===== src/rtl/mux4_rr_arbiter_pkg.sv =====
// Shared definitions for the 4-way round-robin mux arbiter.
// The mux integration uses the same requester count and select width.
package mux4_rr_arbiter_pkg;

  localparam int NUM_REQ = 4;
  localparam int ADDR_W  = 2;

  typedef enum logic [1:0] {
    ST_IDLE = 2'd0,
    ST_OWN  = 2'd1,
    ST_TURN = 2'd2
  } state_t;

  // One-hot vector for a requester index.
  function automatic logic [NUM_REQ-1:0] onehot4(input logic [ADDR_W-1:0] idx);
    return NUM_REQ'(1) << idx;
  endfunction

endpackage


===== src/rtl/mux4_rr_arbiter_rr_pick4.sv =====
// Combinational round-robin picker: searches Req starting one past the
// previous winner, wrapping 3->0, so the previous winner is considered last.
module rr_pick4
  import mux4_rr_arbiter_pkg::*;
(
  input  logic [NUM_REQ-1:0] i_req,
  input  logic [ADDR_W-1:0]  i_last,
  output logic               o_found,
  output logic [ADDR_W-1:0]  o_win
);

  logic [ADDR_W-1:0] w_idx;

  // Scan offsets from farthest to nearest so the nearest requester wins.
  always_comb begin
    o_found = 1'b0;
    o_win   = '0;
    w_idx   = '0;
    for (int k = NUM_REQ; k >= 1; k--) begin
      w_idx = i_last + ADDR_W'(k);
      if (i_req[w_idx]) begin
        o_found = 1'b1;
        o_win   = w_idx;
      end
    end
  end

endmodule


===== src/rtl/mux4_rr_arbiter.sv =====
// Round-robin arbiter owning the select of a 4:1 single-bit mux.
// Grants one requester at a time with bounded tenure and a one-cycle
// turnaround between owners; Address moves only when a new tenure starts.
module mux4_rr_arbiter
  import mux4_rr_arbiter_pkg::*;
#(
  parameter int MAX_HOLD = 8,
  parameter int CNT_W    = 8
) (
  input  logic               Clock,
  input  logic               Reset_n,
  input  logic [NUM_REQ-1:0] Req,
  output logic [NUM_REQ-1:0] Grant,
  output logic [ADDR_W-1:0]  Address,
  output logic               Busy,
  output logic               Turn
);

  state_t              r_state;
  logic [CNT_W-1:0]    r_cnt;
  logic [ADDR_W-1:0]   r_last;
  logic [NUM_REQ-1:0]  r_grant;
  logic [ADDR_W-1:0]   r_addr;
  logic                r_busy;
  logic                r_turn;

  state_t              w_state_next;
  logic [CNT_W-1:0]    w_cnt_next;
  logic [ADDR_W-1:0]   w_last_next;
  logic [NUM_REQ-1:0]  w_grant_next;
  logic [ADDR_W-1:0]   w_addr_next;
  logic                w_busy_next;
  logic                w_turn_next;

  logic                w_found;
  logic [ADDR_W-1:0]   w_win;
  logic                w_others;
  logic                w_expired;

  rr_pick4 u_pick (
    .i_req   (Req),
    .i_last  (r_last),
    .o_found (w_found),
    .o_win   (w_win)
  );

  // Another requester is waiting while the current owner holds the line.
  assign w_others  = |(Req & ~r_grant);
  assign w_expired = (r_cnt == CNT_W'(MAX_HOLD));

  // Next-state and next-output decisions; all outputs come from registers.
  always_comb begin
    w_state_next = r_state;
    w_cnt_next   = r_cnt;
    w_last_next  = r_last;
    w_grant_next = r_grant;
    w_addr_next  = r_addr;
    w_busy_next  = r_busy;
    w_turn_next  = 1'b0;
    case (r_state)
      ST_IDLE, ST_TURN: begin
        // TURN re-arbitrates like IDLE; r_last holds the released owner,
        // which makes it the lowest priority candidate.
        if (w_found) begin
          w_state_next = ST_OWN;
          w_grant_next = onehot4(w_win);
          w_addr_next  = w_win;
          w_last_next  = w_win;
          w_cnt_next   = CNT_W'(1);
          w_busy_next  = 1'b1;
        end else begin
          w_state_next = ST_IDLE;
          w_grant_next = '0;
          w_busy_next  = 1'b0;
        end
      end
      ST_OWN: begin
        if (!Req[r_addr] || (w_expired && w_others)) begin
          w_state_next = ST_TURN;
          w_grant_next = '0;
          w_busy_next  = 1'b0;
          w_turn_next  = 1'b1;
          w_cnt_next   = '0;
        end else if (w_expired) begin
          // Nobody else is waiting: start a fresh tenure silently.
          w_cnt_next = CNT_W'(1);
        end else begin
          w_cnt_next = r_cnt + CNT_W'(1);
        end
      end
      default: begin
        w_state_next = ST_IDLE;
        w_grant_next = '0;
        w_busy_next  = 1'b0;
        w_cnt_next   = '0;
      end
    endcase
  end

  // State and output registers; reset takes effect without a clock edge.
  always_ff @(posedge Clock or negedge Reset_n) begin
    if (!Reset_n) begin
      r_state <= ST_IDLE;
      r_cnt   <= '0;
      r_last  <= ADDR_W'(NUM_REQ - 1);
      r_grant <= '0;
      r_addr  <= '0;
      r_busy  <= 1'b0;
      r_turn  <= 1'b0;
    end else begin
      r_state <= w_state_next;
      r_cnt   <= w_cnt_next;
      r_last  <= w_last_next;
      r_grant <= w_grant_next;
      r_addr  <= w_addr_next;
      r_busy  <= w_busy_next;
      r_turn  <= w_turn_next;
    end
  end

  assign Grant   = r_grant;
  assign Address = r_addr;
  assign Busy    = r_busy;
  assign Turn    = r_turn;

endmodule

===== config.mk =====
export PLATFORM = sky130hd
export DESIGN_NAME = mux4_rr_arbiter
export DESIGN_NICKNAME = d
export VERILOG_FILES = /design/src/rtl/mux4_rr_arbiter_pkg.sv /design/src/rtl/mux4_rr_arbiter_rr_pick4.sv /design/src/rtl/mux4_rr_arbiter.sv
export SDC_FILE = /design/constraint.sdc
export NUM_CORES = 1
export LEC_CHECK = 0
export CAP_MARGIN = 25
export CORE_MARGIN = 1.5
export CORE_UTILIZATION = 45
export CTS_CLUSTER_SIZE = 24
export DETAILED_ROUTE_END_ITERATION = 10
export GPL_TIMING_DRIVEN = 0
export PLACE_DENSITY = 0.67
export SLEW_MARGIN = 5
export SYNTH_ARGS = -nofsm -noshare
export SYNTH_HDL_FRONTEND = slang
export SYNTH_SLANG_ARGS = --single-unit

===== constraint.sdc =====
create_clock -name Clock -period 2.98 [get_ports Clock]
set_input_delay 0.894 -clock Clock [delete_from_list [all_inputs] [get_ports Clock]]
set_output_delay 0.894 -clock Clock [all_outputs]
set_load 0.02 [all_outputs]

; Word-level counts from Yosys, hierarchy flattened
; Index checks and enable logic that the tools add are counted.
[op_classes]
addsub = 4
magnitude_cmp = 5
n_eq_ne = 5
n_shift = 1
muxes = 33
bitwise_logic = 2
reduce_logical = 7
[ops]
columns = op, n
row1 = two-way mux 8 bit, 3
row2 = one-hot mux 8 bit (2 select lines), 1
row3 = < comparator 2 x 3 -> 1 bit (second input constant), 5
row4 = two-way mux 1 bit, 14
row5 = binary-select mux 1 bit (select 2 bit), 5
row6 = two-way mux 2 bit, 5
row7 = adder 8 x 1 -> 8 bit (second input constant), 1
row8 = == test 8 x 4 -> 1 bit (second input constant), 1
row9 = two-way mux 4 bit, 2
row10 = one-hot mux 4 bit (2 select lines), 1
row11 = adder 2 bit (second input constant), 2
row12 = bitwise AND 4 bit, 1
row13 = NOT 4 bit, 1
row14 = one-hot mux 2 bit (2 select lines), 1
row15 = OR reduction 4 bit, 1
row16 = left shift 1 x 2 -> 4 bit (first input constant), 1
row17 = adder 2 x 1 -> 2 bit (second input constant), 1
row18 = == test 2 x 1 -> 1 bit (second input constant), 1
row19 = == test 2 bit (second input constant), 1
row20 = zero test 2 bit, 1
row21 = != test 2 x 1 -> 1 bit (second input constant), 1
row22 = != test 2 bit (second input constant), 1
row23 = one-hot mux 1 bit (2 select lines), 1
row24 = AND reduction 2 bit, 1
row25 = other kinds (4), 4
[word_totals]
regBits = 20
in_bits = 6
out_inout_bits = 8
wordCells = 64

; Longest topological paths before layout
[logic_depth]
depth_word = 9
depth_mapped = 7
depth_no_buf = 6

; Hierarchy
; A second synthesis with hierarchy kept.
[unflattened]
cells_unflattened = 110
hier_area_um2 = 1117.3
[by_module_without_submodules]
columns = mod, n_inst, cells_each, area_each_um2
row1 = mux4_rr_arbiter, 1, 96, 1026.0
row2 = rr_pick4, 1, 14, 91.3

; Least setup slack after synthesis
; OpenSTA, ideal clock, no wires.
[synth_timing]
path_kind = input -> register
from = in Req[3]
to = reg r_cnt[2]
setup_ps = 118
t_arrival_ps = 1909
required_ps = 2862
slack_ps = 953
path_stages = 5
path_buffers = 1
cell_sequence = mux4_2 -> o211ai_2 -> buf_6 -> o21ai_0 -> a21o_1
[synth_via]
elab_chain_len = 7
word_cells_on_any_way = 22
[synth_rtl]
columns = element, line
row1 = start: declaration, mux4_rr_arbiter.sv:12  ; input logic [NUM_REQ-1:0] Req,
row2 = binary-select mux 1 bit (select 2 bit), mux4_rr_arbiter_rr_pick4.sv:21  ; if (i_req[w_idx]) begin
row3 = two-way mux 1 bit (implied by the code), mux4_rr_arbiter_rr_pick4.sv:21
row4 = two-way mux 1 bit (4 in a row), mux4_rr_arbiter_rr_pick4.sv:21
row5 = != test 2 x 1 -> 1 bit (no line), n/a
row6 = end signal: assignment, mux4_rr_arbiter.sv:112  ; r_cnt <= w_cnt_next;
row7 = end: declaration, mux4_rr_arbiter.sv:20  ; logic [CNT_W-1:0] r_cnt;
; Several ways; a longest one is shown, not always the timed one. The select of a mux whose other input is x is not followed.
; A chain may end at the register's enable or synchronous reset.

; Worst setup path in the final report
[layout_timing]
from = in Req[1]
to = reg r_cnt[2]
; Same word-level chain as after synthesis.

==> summary.md <==
| Metric | Value |
|---|---|
| Status | finished clean |
| Setup Buffers After CTS | 0 |
| Static Leak | 0.592 nW |
| CTS Buf Count | 3 |
| Met1 Resource Use GR | 0.218 |
| Most frequent cells after synthesis | dfrtp_1 (18), inv_1 (12), o21ai_0 (10) |
| Post-DP HPWL | roughly 1600 microns |
| Antenna violations before repair | 0 |
| Clk_skew | 5.72 ps |
| Synth Instances | between 100 and 150 |
| # rows | 17 |
| Clock root cell | clkbuf_4 |
| Setup ws final | 604 ps |
| Routed wire length | 2120 microns |
| Vias per Instance | 5.67 |
| Min-Delay Startpoint | Busy |
| Core box area | between 0.002 and 0.0025 sq mm |
| Most common cell in the netlist | dfrtp_1 |
| Register bit total from synthesis | 20 |
| Remaining antenna violation count | 0 |
| Die Y | 52.4 microns |
| Max-Cap Viols | 0 |
| Vias in the first global route | 874 |
| Vias | between 800 and 900 |
| Pin count of the biggest net entering global routing | 21 |
| Post-detailed-route wirelength per cell | 13.8 microns |
| Sink Count | 20 |
| Fin Setup TNS | 0 ps |
| CP Launch Point | Req[1] |
| Hold_buf cts | 0 |
| Area of the mapped netlist | 0.00110 sq mm |
| Final GP Congestion | 0.816 |
| Syn Area/Cell | 10.2 sq um |
| Worst Hold Class | flop to flop |
| Tot GR Track Use | 0.191 |
| Final Cell Area | 0.00131 sq mm |
| Slowest cell delay on critical path | 570 ps |
| Min Tclk post-route | 2380 ps |
| Cell accounting for the most synthesized area | dfrtp_1 |
| Area after DPL | about 0.0013 sq mm |
| CP Cell Sequence | clkdlybuf4s50_1 -> mux4_2 -> o211ai_2 -> buf_6 -> o21ai_0 -> a21o_1 |
| Drt pass-1 iters | 4 |
| Area grow syn2layout | 19.7% |
| Starting Density | 0.487 |
| Crit path max fanout | 10 |
| Final hold vios | 0 |
| Sequential fraction of the synthesis area | 0.458 |
| Cell variety after synth | 34 |
| Post-synth top flop | dfrtp_1 |
| RSZ-0062 raised after global routing | false |
| PortBufs | 13 |
| Die ar. | 0.00274 sq mm |
| Ant. Diodes | 0 |
| Achievable frequency | 421 MHz |
| Worst skew pair latency | ~300 ps |
| Pins over their slew limit | 0 |
| Max Root-Sink Buffers | 2 |
| Global Route met2 Usage | 0.338 |
| Tot Pwr | 1.18 mW |
| Syn nets | 116 |
| M3 GR Usage | 0.0371 |
| Synth top area cells | dfrtp_1 (41%), a21o_1 (4.8%), dfstp_2 (4.8%), o21ai_0 (4.6%), inv_1 (4.1%) |
| Crit. End Element | flop |
| GR Overflow Total | 0 |
| First-pass GRT wire length | roughly 3800 microns |
| Final nets | roughly 140 |
| TritonCTS clock tree | done |
| Die width | 52.4 microns |
| Max VDD drop | around 0.54 mV |
| Worst Path Arrival | 2590 ps |
| Post-place setup slack | about 260 ps |
| Relative slew slack | 0.621 |
| GR peak layer | met2 |
| Final Setup Violations | 0 |
| Clock-pin slew on the worst setup and hold paths | 110 ps |
| RR Startpoint | r_cnt[0] |
| Worst-Margin Slew | about 560 ps |
| DRC violations left | 0 |
| Final worst path period share | 0.797 |
| Number of H-tree levels | 1 |
| Ports | 14 |
| Asr flop ratio synth | 1.00 |
| Post-CTS Resized | 0 |
| Synth top area share | 0.410 |
| Iteration-0 DRC count of the detailed router | 8 |
| Yosys warns | 0 |
| Setup crit start kind | input port |
| Crit path required time | 3190 ps |
| Layout cells sized above 1 | 0.135 |
| Post-synth EDFFs | 0 |
| Crit Path Class | input port to flop |
| Pwr per Cell Area | between 800 and 900 mW/mm^2 |
| Critical Path Slowest Stage Cell | mux4_2 |
[cells in the final DEF (no fill, tap or decap), types with 2 or more instances in the layout]
master and n:
nand2_1 3, a21oi_1 2, nor3b_1 3, o21ai_1 4
inv_1 12, o21ai_0 10, clkbuf_4 3, clkdlybuf4s50_1 13
a21o_1 7, nor2_1 6, and3_2 2, nand2b_1 3
and2_1 2, dfstp_2 2, nor3_1 2, o22ai_1 5
dfrtp_1 18, o21a_1 2, nor4_1 2, o32ai_1 2
and2b_1 3, nor2b_1 3, ha_1 2
[critical path, delay by kind of cell]
kind | cells | cell delay [ps]
muxes | 1 | 570
buffers and inverters | 2 | 720
AOI/OAI and AO/OA | 3 | 400
[final cells by class]
class	count	area, sq um
Timing Repair Buffer	14	145
Multi-Input combinational cell	75	538
Sequential cell	20	503
Fill cell	219	941
Clock buffer	4	36.3
Inverter	12	45.0
Tap cell	28	35.0
Buffer	1	11.3
[cells by family after synthesis]
group                    after synthesis  synth area share
multiplexers                           1            0.0205
buffers and inverters                 13            0.0513
flip-flops                            20             0.458
adder cells (fa/ha/maj)                2            0.0228
AND/OR/NAND/NOR                       35             0.196
XOR/XNOR                               1           0.00798
AO/OA/AOI/OAI                         36             0.243
[flip-flops by register name (all words and copies together) (netlist names)]
register,count
Address,2
r_last,2
Grant,4
Busy,1
Turn,1
r_state,2
r_cnt,8
[worst paths after layout]
path                              to  slack (ps)  depth (start not counted)
max                         r_cnt[2]         600                          6
min                             Busy         540                          2
max reg2reg                 Grant[1]        1090                          6
min reg2reg                     Busy         540                          2
max in group asynchronous  r_last[1]        1660                          2
min in group asynchronous   r_cnt[7]         830                          1
[power by group]
| group | internal (mW) | switching [mW] |
|---|---|---|
| clock | 0.0746 | 0.0843 |
| sequential | 0.373 | 0.0772 |
| combinational | 0.271 | 0.302 |
[through the flow]
stage                     hold WS (ps)  cells  utilization
after floorplan                    478    108            -
after global placement             518    149        0.560
after detailed placement           526    149        0.560
after CTS                          545    153        0.576
after global routing               569    154        0.583
final                              537    154        0.583
[routing by layer]
| layer | vias up | share of wire |
|---|---|---|
| met5 | - | 0 |
| li1 | 423 | - |
| met4 | 0 | 0.019 |
| met3 | 5 | 0.024 |
| met1 | 435 | 0.45 |
| met2 | 10 | 0.51 |
Note: power is estimated with default switching activity, not from simulation.
